$ cat config.mk
export PLATFORM = sky130hd
export DESIGN_NAME = atm_fsm_flat
export DESIGN_NICKNAME = d
export VERILOG_FILES = /design/src/rtl/atm_fsm_if.sv /design/src/rtl/atm_fsm.sv /design/src/flat_wrapper.sv
export SDC_FILE = /design/constraint.sdc
export NUM_CORES = 1
export LEC_CHECK = 0
export ABC_AREA = 1
export CORE_UTILIZATION = 55
export DETAILED_ROUTE_END_ITERATION = 8
export PLACE_DENSITY = 0.85
export SKIP_CTS_REPAIR_TIMING = 1
export SYNTH_ARGS = -nofsm -noshare
export SYNTH_HDL_FRONTEND = slang
export SYNTH_SLANG_ARGS = --single-unit
$ cat constraint.sdc
create_clock -name clk -period 10.1 [get_ports clk]
set_input_delay 2.525 -clock clk [delete_from_list [all_inputs] [get_ports clk]]
set_output_delay 2.525 -clock clk [all_outputs]
set_load 0.02 [all_outputs]
$ cat src/rtl/atm_fsm_if.sv
// ---------------------------------------------------------------------------
// atm_fsm_if
// Groups the ATM session controller's card/request inputs and its
// accept/balance outputs into one bundle.
//   master : drives the card, PIN, language and request fields, and observes
//            the accept pulses and the displayed balance (terminal side).
//   slave  : the session controller itself.
// Signals:
//   language_selected  1  language choice (0 English, 1 Arabic)
//   card_inserted      1  card present
//   request            2  0 balance, 1 deposit, 2 withdraw, 3 exit
//   deposit_value     12  deposit amount, unsigned
//   withdraw_value    12  withdraw amount, unsigned
//   CardNo             3  card/account number
//   Password           3  entered PIN
//   deposit_accepted   1  one-cycle pulse, deposit committed
//   withdraw_accepted  1  one-cycle pulse, withdraw committed
//   balance_displayed 18  balance of the authenticated account
// ---------------------------------------------------------------------------
interface atm_fsm_if;
  logic        language_selected;
  logic        card_inserted;
  logic [1:0]  request;
  logic [11:0] deposit_value;
  logic [11:0] withdraw_value;
  logic [2:0]  CardNo;
  logic [2:0]  Password;
  logic        deposit_accepted;
  logic        withdraw_accepted;
  logic [17:0] balance_displayed;

  modport master (
    output language_selected, card_inserted, request,
           deposit_value, withdraw_value, CardNo, Password,
    input  deposit_accepted, withdraw_accepted, balance_displayed
  );

  modport slave (
    input  language_selected, card_inserted, request,
           deposit_value, withdraw_value, CardNo, Password,
    output deposit_accepted, withdraw_accepted, balance_displayed
  );
endinterface

$ cat src/rtl/atm_fsm.sv
// ---------------------------------------------------------------------------
// atm_fsm
// Session controller for a small ATM. It walks a card session through card
// detect, language capture, card/PIN authentication and a menu loop that
// serves balance, deposit, withdraw and exit requests. The per-account
// balance table lives inside this block and survives across sessions until
// reset.
// Ports:
//   clk  in   system clock, every update on the rising edge
//   rst  in   synchronous active-high reset
//   bus  slave side of atm_fsm_if (request inputs, accept pulses and
//        the displayed balance; all outputs are registered)
// ---------------------------------------------------------------------------
module atm_fsm #(
  parameter int NUM_ACCOUNTS = 5,
  parameter int INIT_BALANCE = 1000,
  parameter int MAX_TXN      = 2000
) (
  input logic       clk,
  input logic       rst,
  atm_fsm_if.slave  bus
);

  localparam logic [2:0]  MaxCard = 3'(NUM_ACCOUNTS);
  localparam logic [11:0] MaxTxn  = 12'(MAX_TXN);
  localparam logic [17:0] InitBal = 18'(INIT_BALANCE);

  typedef enum logic [2:0] {
    IDLE,
    LANG,
    AUTH,
    MENU,
    DEP,
    WDR
  } state_t;

  state_t      state_q;
  logic [2:0]  cardNo_q;
  logic [17:0] balance_q [1:NUM_ACCOUNTS];
  logic        depAccepted_q;
  logic        wdrAccepted_q;
  logic [17:0] display_q;
  // The language choice is recorded for the session but nothing downstream
  // consumes it yet.
  logic        unusedLanguage_q;

  logic [17:0] curBalance;
  logic [18:0] depSum;
  logic [17:0] wdrDiff;
  logic        depOk;
  logic        wdrOk;
  logic        authOk;

  // Balance of the latched card. A latched card of 0 (no session) selects
  // nothing and reads as zero.
  always_comb begin
    curBalance = '0;
    for (int k = 1; k <= NUM_ACCOUNTS; k++) begin
      if (cardNo_q == 3'(k)) begin
        curBalance = balance_q[k];
      end
    end
  end

  // Transaction legality. The deposit sum carries one extra bit so that an
  // overflow past 18 bits is detected and the deposit is refused, rather
  // than wrapping around.
  always_comb begin
    depSum  = {1'b0, curBalance} + {7'd0, bus.deposit_value};
    wdrDiff = curBalance - {6'd0, bus.withdraw_value};
    depOk   = (bus.deposit_value != 12'd0) && (bus.deposit_value <= MaxTxn)
              && !depSum[18];
    wdrOk   = (bus.withdraw_value != 12'd0) && (bus.withdraw_value <= MaxTxn)
              && ({6'd0, bus.withdraw_value} <= curBalance);
    // The stored PIN of card k is k itself.
    authOk  = (bus.CardNo >= 3'd1) && (bus.CardNo <= MaxCard)
              && (bus.Password == bus.CardNo);
  end

  // Session state machine. The accept pulses default low every cycle, so
  // they can only be high for the single cycle after a DEP/WDR commit.
  always_ff @(posedge clk) begin
    if (rst) begin
      state_q          <= IDLE;
      cardNo_q         <= '0;
      unusedLanguage_q <= 1'b0;
      depAccepted_q    <= 1'b0;
      wdrAccepted_q    <= 1'b0;
      display_q        <= '0;
      for (int k = 1; k <= NUM_ACCOUNTS; k++) begin
        balance_q[k] <= InitBal;
      end
    end else begin
      depAccepted_q <= 1'b0;
      wdrAccepted_q <= 1'b0;
      case (state_q)
        IDLE: begin
          if (bus.card_inserted) begin
            state_q <= LANG;
          end
        end
        LANG: begin
          unusedLanguage_q <= bus.language_selected;
          state_q          <= AUTH;
        end
        AUTH: begin
          if (authOk) begin
            cardNo_q <= bus.CardNo;
            state_q  <= MENU;
          end else begin
            state_q <= IDLE;
          end
        end
        MENU: begin
          case (bus.request)
            2'd0: begin
              display_q <= curBalance;
            end
            2'd1: begin
              display_q <= curBalance;
              state_q   <= DEP;
            end
            2'd2: begin
              display_q <= curBalance;
              state_q   <= WDR;
            end
            default: begin
              display_q <= '0;
              cardNo_q  <= '0;
              state_q   <= IDLE;
            end
          endcase
        end
        DEP: begin
          if (depOk) begin
            for (int k = 1; k <= NUM_ACCOUNTS; k++) begin
              if (cardNo_q == 3'(k)) begin
                balance_q[k] <= depSum[17:0];
              end
            end
            display_q     <= depSum[17:0];
            depAccepted_q <= 1'b1;
          end
          state_q <= MENU;
        end
        WDR: begin
          if (wdrOk) begin
            for (int k = 1; k <= NUM_ACCOUNTS; k++) begin
              if (cardNo_q == 3'(k)) begin
                balance_q[k] <= wdrDiff;
              end
            end
            display_q     <= wdrDiff;
            wdrAccepted_q <= 1'b1;
          end
          state_q <= MENU;
        end
        default: begin
          state_q <= IDLE;
        end
      endcase
    end
  end

  assign bus.deposit_accepted  = depAccepted_q;
  assign bus.withdraw_accepted = wdrAccepted_q;
  assign bus.balance_displayed = display_q;

endmodule

$ cat src/flat_wrapper.sv
// flat-port wrapper written by rule: the top's interface ports become plain ports
module atm_fsm_flat 
#(
  parameter int NUM_ACCOUNTS = 5,
  parameter int INIT_BALANCE = 1000,
  parameter int MAX_TXN      = 2000
)
  (clk, rst, bus_language_selected, bus_card_inserted, bus_request, bus_deposit_value, bus_withdraw_value, bus_CardNo, bus_Password, bus_deposit_accepted, bus_withdraw_accepted, bus_balance_displayed);
  atm_fsm_if bus_i ();
  input logic clk;
  input logic rst;
  input wire logic [$bits(bus_i.language_selected)-1:0] bus_language_selected;
  input wire logic [$bits(bus_i.card_inserted)-1:0] bus_card_inserted;
  input wire logic [$bits(bus_i.request)-1:0] bus_request;
  input wire logic [$bits(bus_i.deposit_value)-1:0] bus_deposit_value;
  input wire logic [$bits(bus_i.withdraw_value)-1:0] bus_withdraw_value;
  input wire logic [$bits(bus_i.CardNo)-1:0] bus_CardNo;
  input wire logic [$bits(bus_i.Password)-1:0] bus_Password;
  output wire logic [$bits(bus_i.deposit_accepted)-1:0] bus_deposit_accepted;
  output wire logic [$bits(bus_i.withdraw_accepted)-1:0] bus_withdraw_accepted;
  output wire logic [$bits(bus_i.balance_displayed)-1:0] bus_balance_displayed;
  assign bus_i.language_selected = bus_language_selected;
  assign bus_i.card_inserted = bus_card_inserted;
  assign bus_i.request = bus_request;
  assign bus_i.deposit_value = bus_deposit_value;
  assign bus_i.withdraw_value = bus_withdraw_value;
  assign bus_i.CardNo = bus_CardNo;
  assign bus_i.Password = bus_Password;
  assign bus_deposit_accepted = bus_i.deposit_accepted;
  assign bus_withdraw_accepted = bus_i.withdraw_accepted;
  assign bus_balance_displayed = bus_i.balance_displayed;
  atm_fsm #(.NUM_ACCOUNTS(NUM_ACCOUNTS), .INIT_BALANCE(INIT_BALANCE), .MAX_TXN(MAX_TXN)) u_core (.clk(clk), .rst(rst), .bus(bus_i));
endmodule
Word level (Yosys, flattened, before mapping)
Memories as Yosys holds them, arrays and structs flattened.
Cells that the tools add are included.
Cells by class
  add/subtract/negate cells: 2
  $lt $le $gt $ge: 5
  eq/ne operators: 19
  multiplexer cells: 75
  bitwise operators: 12
  reductions and logical operators: 20
Operator list (count)
  18-bit 2-to-1 mux: 18
  18-bit case mux with 3 select lines: 1
  1-bit 2-to-1 mux: 49
  12-bit by 11-bit <= comparator with 1-bit output, second input constant: 2
  12-bit nonzero test: 2
  18-bit by 12-bit adder with 19-bit output: 1
  12-bit by 18-bit <= comparator with 1-bit output: 1
  18-bit by 12-bit subtractor with 18-bit output: 1
  3-bit case mux with 5 select lines: 1
  3-bit by 2-bit == test with 1-bit output, second input constant: 4
  3-bit == test, second input constant: 4
  1-bit bitwise OR: 10
  3-bit 2-to-1 mux: 3
  3-bit case mux with 3 select lines: 1
  3-bit by 1-bit == test with 1-bit output, second input constant: 2
  1-bit logical AND: 6
  2-bit by 1-bit != test with 1-bit output, second input constant: 3
  2-bit != test, second input constant: 3
  3-bit case mux with 2 select lines: 1
  3-bit AND reduction: 2
  2-bit OR reduction: 3
  3-bit == test: 1
  3-bit by 1-bit >= comparator with 1-bit output, second input constant: 1
  3-bit <= comparator, second input constant: 1
  other kinds (11): 12
Storage, ports and cells
  register bits after elaboration: 26
  bits in writable memories: 90
  input bits: 36
  output and inout bits: 20
  logic and storage cells: 139
  memories kept: 1
Memories
  u_core.balance_q: words 5, bits a word 18, read ports 5, clocked after Yosys merged registers in 0, write ports 5, line atm_fsm.sv:39  | logic [17:0] balance_q [1:NUM_ACCOUNTS];

Depth between registers and ports, before layout
Gate-level depths: netlist (run 1).
  word-level depth: 15
  mapped depth: 27
  depth with buffers taken out: 26

Worst setup path before layout (run 1)
Ideal clock, no wire load.
  path kind: input to register
  start: input port bus_withdraw_value[0]
  end: register u_core.balance_q[0][100] (netlist name)
  arrival: 4.707 ns
  required time: 9.722 ns
  slack: 5.015 ns
  stages on the path: 16
  buffers on the path: 1
  cells stage by stage: ha_1 fa_1 inv_1 nand3_1 nand2_1 nand3_1 inv_1 nor2_1 nand2_1 nor2_2 nand2_2 nand2_4 inv_2 nand3_2 buf_4 nand3_1
RTL lines
  from (decl): line flat_wrapper.sv:16  | input wire logic [$bits(bus_i.withdraw_value)-1:0] bus_withdraw_value;

==> impl_metrics.xml, run 1 <==
<?xml version="1.0" encoding="UTF-8"?>
<metrics>
  <group name="setup_path">
    <metric name="startpoint_class_of_the_critical_path" unit="">input port</metric>
    <metric name="path_common_cell" unit="">nand2_1</metric>
    <metric name="crit_chain" unit="">clkdlybuf4s50_1 -&gt; inv_1 -&gt; ha_1 -&gt; a21oi_1 -&gt; nand2_1 -&gt; nand2_1 -&gt; nand2_1 -&gt; nor2_1 -&gt; nand2_1 -&gt; nor2_2 -&gt; nand2_2 -&gt; nand2_4 -&gt; inv_2 -&gt; nand3_2 -&gt; nand3_1</metric>
    <metric name="cp_max_stage_cell" unit="">nand3_1</metric>
    <metric name="worst_path_dominant_cell_family" unit="">simple AND/OR/NAND/NOR gates</metric>
    <metric name="worst_ep_required_time" unit="ps">9950</metric>
    <metric name="sort_of_element_at_the_end_of_the_critical_path" unit="">register</metric>
    <metric name="path_buf_inv" unit="">3</metric>
    <metric name="worst-path-max-fanout" unit="">20</metric>
    <metric name="criticalPathCategory" unit="">in -&gt; reg</metric>
    <metric name="critical-path-max-stage-delay" unit="ps">930</metric>
    <metric name="crit_arrival" unit="ps">6040</metric>
  </group>
  <group name="sta">
    <metric name="hold_viol_final" unit="">0</metric>
    <metric name="min_period_over_period" unit="">0.6135</metric>
    <metric name="max-slew-margin-rel" unit="">0.1973</metric>
    <metric name="final.setup_skew" unit="ps">11.44</metric>
    <metric name="achievable-frequency" unit="MHz">161.4</metric>
    <metric name="setup_repair_after_global_routing_missed_its_margin" unit="">no</metric>
    <metric name="fin_tns_setup" unit="ps">0</metric>
    <metric name="drv_slew" unit="">0</metric>
    <metric name="worst_pin_slew" unit="ps">1201</metric>
    <metric name="clock_period_minus_final_worst_setup_slack" unit="ps">6197</metric>
    <metric name="report.final.setup_viol" unit="">0</metric>
  </group>
  <group name="placement">
    <metric name="placement.io_buffers" unit="">54</metric>
    <metric name="gp_congestion" unit="">0.9646</metric>
    <metric name="detailedPlacementHpwl" unit="mm">17.98</metric>
  </group>
  <group name="job">
    <metric name="number_of_max_cap_violations" unit="">0</metric>
  </group>
  <group name="outcome">
    <metric name="status" unit="">completed</metric>
  </group>
  <group name="cells_and_area">
    <metric name="share_of_post_route_cells_with_drive_strength_above_1" unit="">0.08707</metric>
    <metric name="antenna_diodes" unit="">0</metric>
    <metric name="layout.core_utilization" unit="">0.6439</metric>
    <metric name="finalNetCount" unit="">1236</metric>
    <metric name="area_delta_synth_final" unit="%">14.02</metric>
  </group>
  <group name="power">
    <metric name="power_density" unit="nW/um2">134.3</metric>
    <metric name="seqPwrFrac" unit="">0.423</metric>
    <metric name="irDropWorstVdd" unit="mV">0.1257</metric>
    <metric name="cellLeakagePower" unit="nW">4.149</metric>
    <metric name="p_sw" unit="uW">325.4</metric>
    <metric name="p_int" unit="uW">931.6</metric>
    <metric name="netSwitchingFraction" unit="">0.2589</metric>
    <metric name="post-layout-total-power" unit="mW">1.257</metric>
    <metric name="comb_power_share" unit="">0.118</metric>
    <metric name="clkPwrFrac" unit="">0.459</metric>
  </group>
  <group name="logic_synthesis">
    <metric name="avgSynthCellArea" unit="um2">7.289</metric>
    <metric name="synth.lib_cells_used.distinct" unit="">44</metric>
    <metric name="ys.warnings.count" unit="">0</metric>
    <metric name="post_synth_inst_count" unit="">1126</metric>
    <metric name="mappedNetlistNets" unit="">1191</metric>
    <metric name="flops_latches_synth" unit="">116</metric>
    <metric name="seq_area_frac_synth" unit="">0.3927</metric>
    <metric name="syn_area" unit="um2">8208</metric>
  </group>
  <group name="global_routing">
    <metric name="number_of_global_route_vias_before_repair" unit="">7504</metric>
    <metric name="globalRoute.totalOverflow" unit="">0</metric>
    <metric name="grt_pass1_wl" unit="mm">39.11</metric>
    <metric name="globalRouteTotalUtil" unit="">0.3462</metric>
    <metric name="grt_antenna_before_repair" unit="">0</metric>
    <metric name="grt_max_degree" unit="">31</metric>
  </group>
  <group name="floorplan">
    <metric name="core.rowCount" unit="">44</metric>
    <metric name="die_width" unit="um">124.2</metric>
    <metric name="placeableCoreArea" unit="um2">14530</metric>
    <metric name="initial_utilization" unit="">0.5647</metric>
    <metric name="num_io_pins" unit="">56</metric>
    <metric name="design.die.area" unit="um2">15420</metric>
    <metric name="floorplan.die.height" unit="um">124.2</metric>
  </group>
  <group name="cts">
    <metric name="clock_tree.root_cell" unit="">clkbuf_16</metric>
    <metric name="cts.clk_slew.worst_paths" unit="ps">60</metric>
    <metric name="cts.htree.levels" unit="">4</metric>
    <metric name="clkSinkCount" unit="">116</metric>
    <metric name="tritoncts" unit="">built</metric>
    <metric name="numCtsBuffers" unit="">17</metric>
    <metric name="insertion_delay" unit="ps">430</metric>
    <metric name="clk_path_buf_depth" unit="">2</metric>
  </group>
  <group name="min_path">
    <metric name="hold_removal_path_class" unit="">reg -&gt; reg</metric>
  </group>
  <group name="drt">
    <metric name="final_antenna_net_count" unit="">0</metric>
    <metric name="drt_iter0_markers" unit="">1001</metric>
    <metric name="drt_drc_violations_left" unit="">0</metric>
    <metric name="number_of_detailed_routing_iterations_run_before_antenna_repair" unit="">6</metric>
    <metric name="viasPerCell" unit="">5.961</metric>
    <metric name="dr_total_vias" unit="">8149</metric>
    <metric name="routedWlPerCell" unit="um">18.58</metric>
    <metric name="routed_wirelength" unit="mm">25.40</metric>
  </group>
</metrics>
[logic make-up (layout without fill, tap and decap cells)]
family	Yosys count	count (layout)	synth area share
and+or+nand+nor	602	602	0.3326
buffers and inverters	203	260	0.1024
AOI/OAI and AO/OA	162	162	0.1113
DFF	116	116	0.3927
adders and majority gates	29	29	0.04604
xor gates and xnor gates	14	14	0.01494
[state kept, by name, summed over array words and instances (netlist names)]
signal and flops:
u_core.bus.withdraw_accepted 1, u_core.bus.balance_displayed 18, u_core.balance_q 90, u_core.state_q 3, u_core.cardNo_q 3, u_core.bus.deposit_accepted 1
[layout make-up]
cell class / count / area (um2)
Inverter: 173 / 656.9
Timing Repair Buffer: 56 / 555.5
Clock inverter: 11 / 112.6
Tap cell: 184 / 230.2
Clock buffer: 20 / 436.7
Multi-Input combinational cell: 807 / 4144
Sequential cell: 116 / 3223
Fill cell: 1242 / 5175
[stage by stage]
stage	instance area (um2)	std cells	setup WS, ps	hold WS (ps)
floorplan	8208	1126	5015	540.3
global placement	8810	1336	3631	500.4
detailed placement	8810	1336	3598	503.7
CTS	9359	1367	4008	517.7
global route	9359	1367	3696	545.2
finish	9359	1367	3903	513.2
[cell usage after synthesis (all sizes together)]
| cell type | instances | area, um2 |
|---|---|---|
| nor3 | 8 | 40.04 |
| ha | 27 | 337.8 |
| xor2 | 10 | 87.58 |
| fa | 2 | 40.04 |
| xnor2 | 4 | 35.03 |
| edfxtp | 90 | 2703 |
| clkinv | 2 | 7.510 |
| nand3 | 85 | 498.0 |
| a21boi | 1 | 7.510 |
| o22ai | 36 | 225.2 |
| a21oi | 47 | 235.2 |
| dfxtp | 26 | 520.5 |
| a21o | 1 | 7.510 |
| nand4 | 25 | 162.6 |
| o211ai | 1 | 7.510 |
| nand2 | 321 | 1280 |
| or2 | 6 | 37.54 |
| o221ai | 5 | 43.79 |
| a41oi | 3 | 26.28 |
| o21ai | 61 | 305.3 |
| a41o | 1 | 10.01 |
| nand3b | 2 | 15.01 |
| clkbuf | 10 | 37.54 |
| inv | 171 | 649.4 |
| nor4 | 6 | 37.54 |
| nor2 | 148 | 653.1 |
| buf | 20 | 146.4 |
| and2 | 1 | 6.260 |
| o21bai | 6 | 45.04 |
[tightest hold or removal path, delay by kind of cell (launching register included)]
| kind | cells | cell delay, ps |
|---|---|---|
| buf+inv | 2 | 90 |
| flops | 1 | 310 |
| simple gates | 2 | 70 |
[cells in the final DEF (no fill, tap or decap), types with 10 or more instances in the layout]
master / synthesis / routed
edfxtp_1: 90 / 90
nor2_2: 27 / 27
nor2_1: 117 / 117
clkbuf_16: 0 / 17
o21ai_1: 17 / 17
nand2_1: 303 / 303
nand2_2: 12 / 12
ha_1: 27 / 27
o21ai_0: 44 / 44
a21oi_1: 47 / 47
nand4_1: 24 / 24
clkdlybuf4s50_1: 0 / 54
o22ai_1: 36 / 36
dfxtp_1: 26 / 26
inv_1: 162 / 162
xor2_1: 10 / 10
nand3_1: 75 / 75
[power by group through the flow]
stage	clock, mW	sequential [mW]	combinational [mW]
4_1_cts	0.566	0.532	0.143
3_3_place_gp	0	0.541	0.139
3_5_place_dp	0	0.541	0.142
2_1_floorplan	0	0.544	0.0848
5_1_grt	0.589	0.533	0.160
6_report	0.577	0.532	0.148
[final timing paths]
kind / startpoint / to / slack [ps] / depth (start not counted)
setup / recovery: bus_withdraw_value[7] / u_core.balance_q[0][73] / 3900 / 15
hold / removal: u_core.bus.balance_displayed[8] / u_core.bus.balance_displayed[8] / 510 / 4
setup reg to reg: u_core.cardNo_q[0] / u_core.balance_q[0][73] / 4240 / 20
hold reg to reg: u_core.bus.balance_displayed[8] / u_core.bus.balance_displayed[8] / 510 / 4
[routing by layer]
metal | up-vias | GRT usage | share of wire
li1 | 3805 | - | -
met4 | 0 | 0.1927 | 0.053
met3 | 116 | 0.07967 | 0.13
met1 | 3630 | 0.4368 | 0.37
met2 | 598 | 0.5466 | 0.45
met5 | - | 0 | 0
Power figures use the tool's default switching activity.
==> run 2: changes to the inputs <==
clock period = 5.8 ns   (was 10.1 ns; I/O delays follow)
==> run 2 against run 1 <==
Compared with the run above: flip-flop and latch count unchanged; sequential power up 74%; clock power up 87%; routed wire length up 0.50%; critical endpoint is now u_core.balance_q[0][81]; highest routed layer unchanged; sequential share of layout area down 0.46 points; combinational power up 76%; die area unchanged; critical path type is now reg -> reg.
==> impl_metrics.xml, run 2 (same netlist as run 1, synthesis figures left out) <==
<?xml version="1.0" encoding="UTF-8"?>
<metrics>
  <group name="sta">
    <metric name="final.setup_skew" unit="ps">9.251</metric>
    <metric name="report.final.setup_viol" unit="">0</metric>
    <metric name="min_period_over_period" unit="">0.8448</metric>
    <metric name="max-slew-margin-rel" unit="">0.1472</metric>
    <metric name="setup_repair_after_global_routing_missed_its_margin" unit="">no</metric>
    <metric name="hold_viol_final" unit="">0</metric>
    <metric name="achievable-frequency" unit="MHz">204.1</metric>
    <metric name="fin_tns_setup" unit="ps">0</metric>
    <metric name="worst_pin_slew" unit="ps">1274</metric>
    <metric name="clock_period_minus_final_worst_setup_slack" unit="ps">4900</metric>
    <metric name="drv_slew" unit="">0</metric>
  </group>
  <group name="min_path">
    <metric name="hold_removal_path_class" unit="">reg -&gt; reg</metric>
  </group>
  <group name="cells_and_area">
    <metric name="share_of_post_route_cells_with_drive_strength_above_1" unit="">0.09456</metric>
    <metric name="max_flop_register" unit="">u_core.balance_q</metric>
    <metric name="final_common_cell" unit="">nand2_1</metric>
    <metric name="layout.core_utilization" unit="">0.6527</metric>
    <metric name="finalNetCount" unit="">1247</metric>
    <metric name="final_cell_mix" unit="">nand2_1 (303), inv_1 (162), nor2_1 (117)</metric>
    <metric name="largest_reg_flops" unit="">90</metric>
    <metric name="antenna_diodes" unit="">0</metric>
    <metric name="area_delta_synth_final" unit="%">15.58</metric>
  </group>
  <group name="setup_path">
    <metric name="startpoint_class_of_the_critical_path" unit="">register</metric>
    <metric name="worst-path-max-fanout" unit="">12</metric>
    <metric name="worst_ep_required_time" unit="ps">5990</metric>
    <metric name="criticalPathCategory" unit="">reg -&gt; reg</metric>
    <metric name="sort_of_element_at_the_end_of_the_critical_path" unit="">register</metric>
    <metric name="crit_arrival" unit="ps">5090</metric>
  </group>
  <group name="floorplan">
    <metric name="die_width" unit="um">124.2</metric>
    <metric name="core.rowCount" unit="">44</metric>
    <metric name="design.die.area" unit="um2">15420</metric>
    <metric name="placeableCoreArea" unit="um2">14530</metric>
    <metric name="num_io_pins" unit="">56</metric>
    <metric name="initial_utilization" unit="">0.5647</metric>
    <metric name="floorplan.die.height" unit="um">124.2</metric>
  </group>
  <group name="drt">
    <metric name="viasPerCell" unit="">5.911</metric>
    <metric name="drt_iter0_markers" unit="">1013</metric>
    <metric name="dr_total_vias" unit="">8151</metric>
    <metric name="routedWlPerCell" unit="um">18.51</metric>
    <metric name="drt_drc_violations_left" unit="">0</metric>
    <metric name="routed_wirelength" unit="mm">25.52</metric>
    <metric name="final_antenna_net_count" unit="">0</metric>
    <metric name="number_of_detailed_routing_iterations_run_before_antenna_repair" unit="">7</metric>
  </group>
  <group name="power">
    <metric name="irDropWorstVdd" unit="mV">0.2032</metric>
    <metric name="power_density" unit="nW/um2">238.5</metric>
    <metric name="cellLeakagePower" unit="nW">4.234</metric>
  </group>
  <group name="cts">
    <metric name="clock_tree.root_cell" unit="">clkbuf_16</metric>
    <metric name="tritoncts" unit="">built</metric>
    <metric name="clkSinkCount" unit="">116</metric>
    <metric name="insertion_delay" unit="ps">430</metric>
    <metric name="cts.htree.levels" unit="">4</metric>
    <metric name="numCtsBuffers" unit="">17</metric>
    <metric name="cts.clk_slew.worst_paths" unit="ps">50</metric>
    <metric name="clk_path_buf_depth" unit="">2</metric>
  </group>
  <group name="global_routing">
    <metric name="grt_antenna_before_repair" unit="">0</metric>
    <metric name="grt_max_degree" unit="">29</metric>
    <metric name="globalRoute.totalOverflow" unit="">0</metric>
    <metric name="globalRouteTotalUtil" unit="">0.3483</metric>
    <metric name="number_of_global_route_vias_before_repair" unit="">7616</metric>
    <metric name="grt_pass1_wl" unit="mm">39.05</metric>
  </group>
  <group name="placement">
    <metric name="placement.io_buffers" unit="">54</metric>
    <metric name="gp_congestion" unit="">1.020</metric>
    <metric name="detailedPlacementHpwl" unit="mm">18.18</metric>
  </group>
  <group name="outcome">
    <metric name="status" unit="">completed</metric>
  </group>
  <group name="job">
    <metric name="number_of_max_cap_violations" unit="">0</metric>
  </group>
</metrics>
## run 2: layout make-up
class | count | area (um2)
flip-flops and latches | 116 | 3223
well taps | 184 | 230.2
fillers | 1236 | 5047
inverters | 173 | 656.9
clock inverters | 15 | 168.9
repair buffers | 67 | 638.1
clock buffers | 17 | 425.4
multi-input cells | 807 | 4144
## run 2: per-stage QoR
step,setup WS [ps],instance area [um2],instances,power [mW],hold WS (ps)
floorplan,1790,8208,1126,1.095,540.3
global placement,999.4,8892,1347,1.187,499.2
detailed placement,976.2,8892,1347,1.192,502.4
CTS,1045,9487,1379,2.243,513.7
global route,696.5,9487,1379,2.312,555.7
finish,900.0,9487,1379,2.263,509.2
## run 2: power breakdown
| group | internal [mW] | total, mW | switching [mW] |
|---|---|---|---|
| clock | 0.703 | 1.08 | 0.373 |
| combinational | 0.0869 | 0.261 | 0.174 |
| sequential | 0.915 | 0.926 | 0.0102 |
| total | 1.71 | 2.26 | 0.557 |
## run 2: final timing paths
kind | from | end | slack [ps] | depth (start not counted)
worst max register to register | u_core.cardNo_q[1] | u_core.balance_q[0][81] | 900 | 25
worst min-delay path | u_core.bus.balance_displayed[10] | u_core.bus.balance_displayed[10] | 510 | 4
worst max-delay path | u_core.cardNo_q[1] | u_core.balance_q[0][81] | 900 | 25
worst min register to register | u_core.bus.balance_displayed[10] | u_core.bus.balance_displayed[10] | 510 | 4
## run 2: critical path, stage by stage, from the launching register on
cell     delay (ps)
dfxtp_1         430
inv_4           200
nand2_2         100
nor2_2          250
inv_1           280
or2_2           350
nand2_1         160
inv_1            90
ha_1            230
fa_1            410
nand2_1          70
inv_1            50
nand2_1          50
nand2_1         120
nand3_1         120
nand3_1         120
nand2_1         190
nor2_2           70
nand2_2          90
nand2_4          90
inv_6           140
nand2_1          90
nor2_2          630
nand3_1         140
nand2_1         110
inv_1            40
## run 2: metal layers
layer / global-route usage / share of wire
met1: 0.4478 / 0.38
met2: 0.5273 / 0.44
met3: 0.08333 / 0.13
met4: 0.2165 / 0.056
met5: 0 / 0
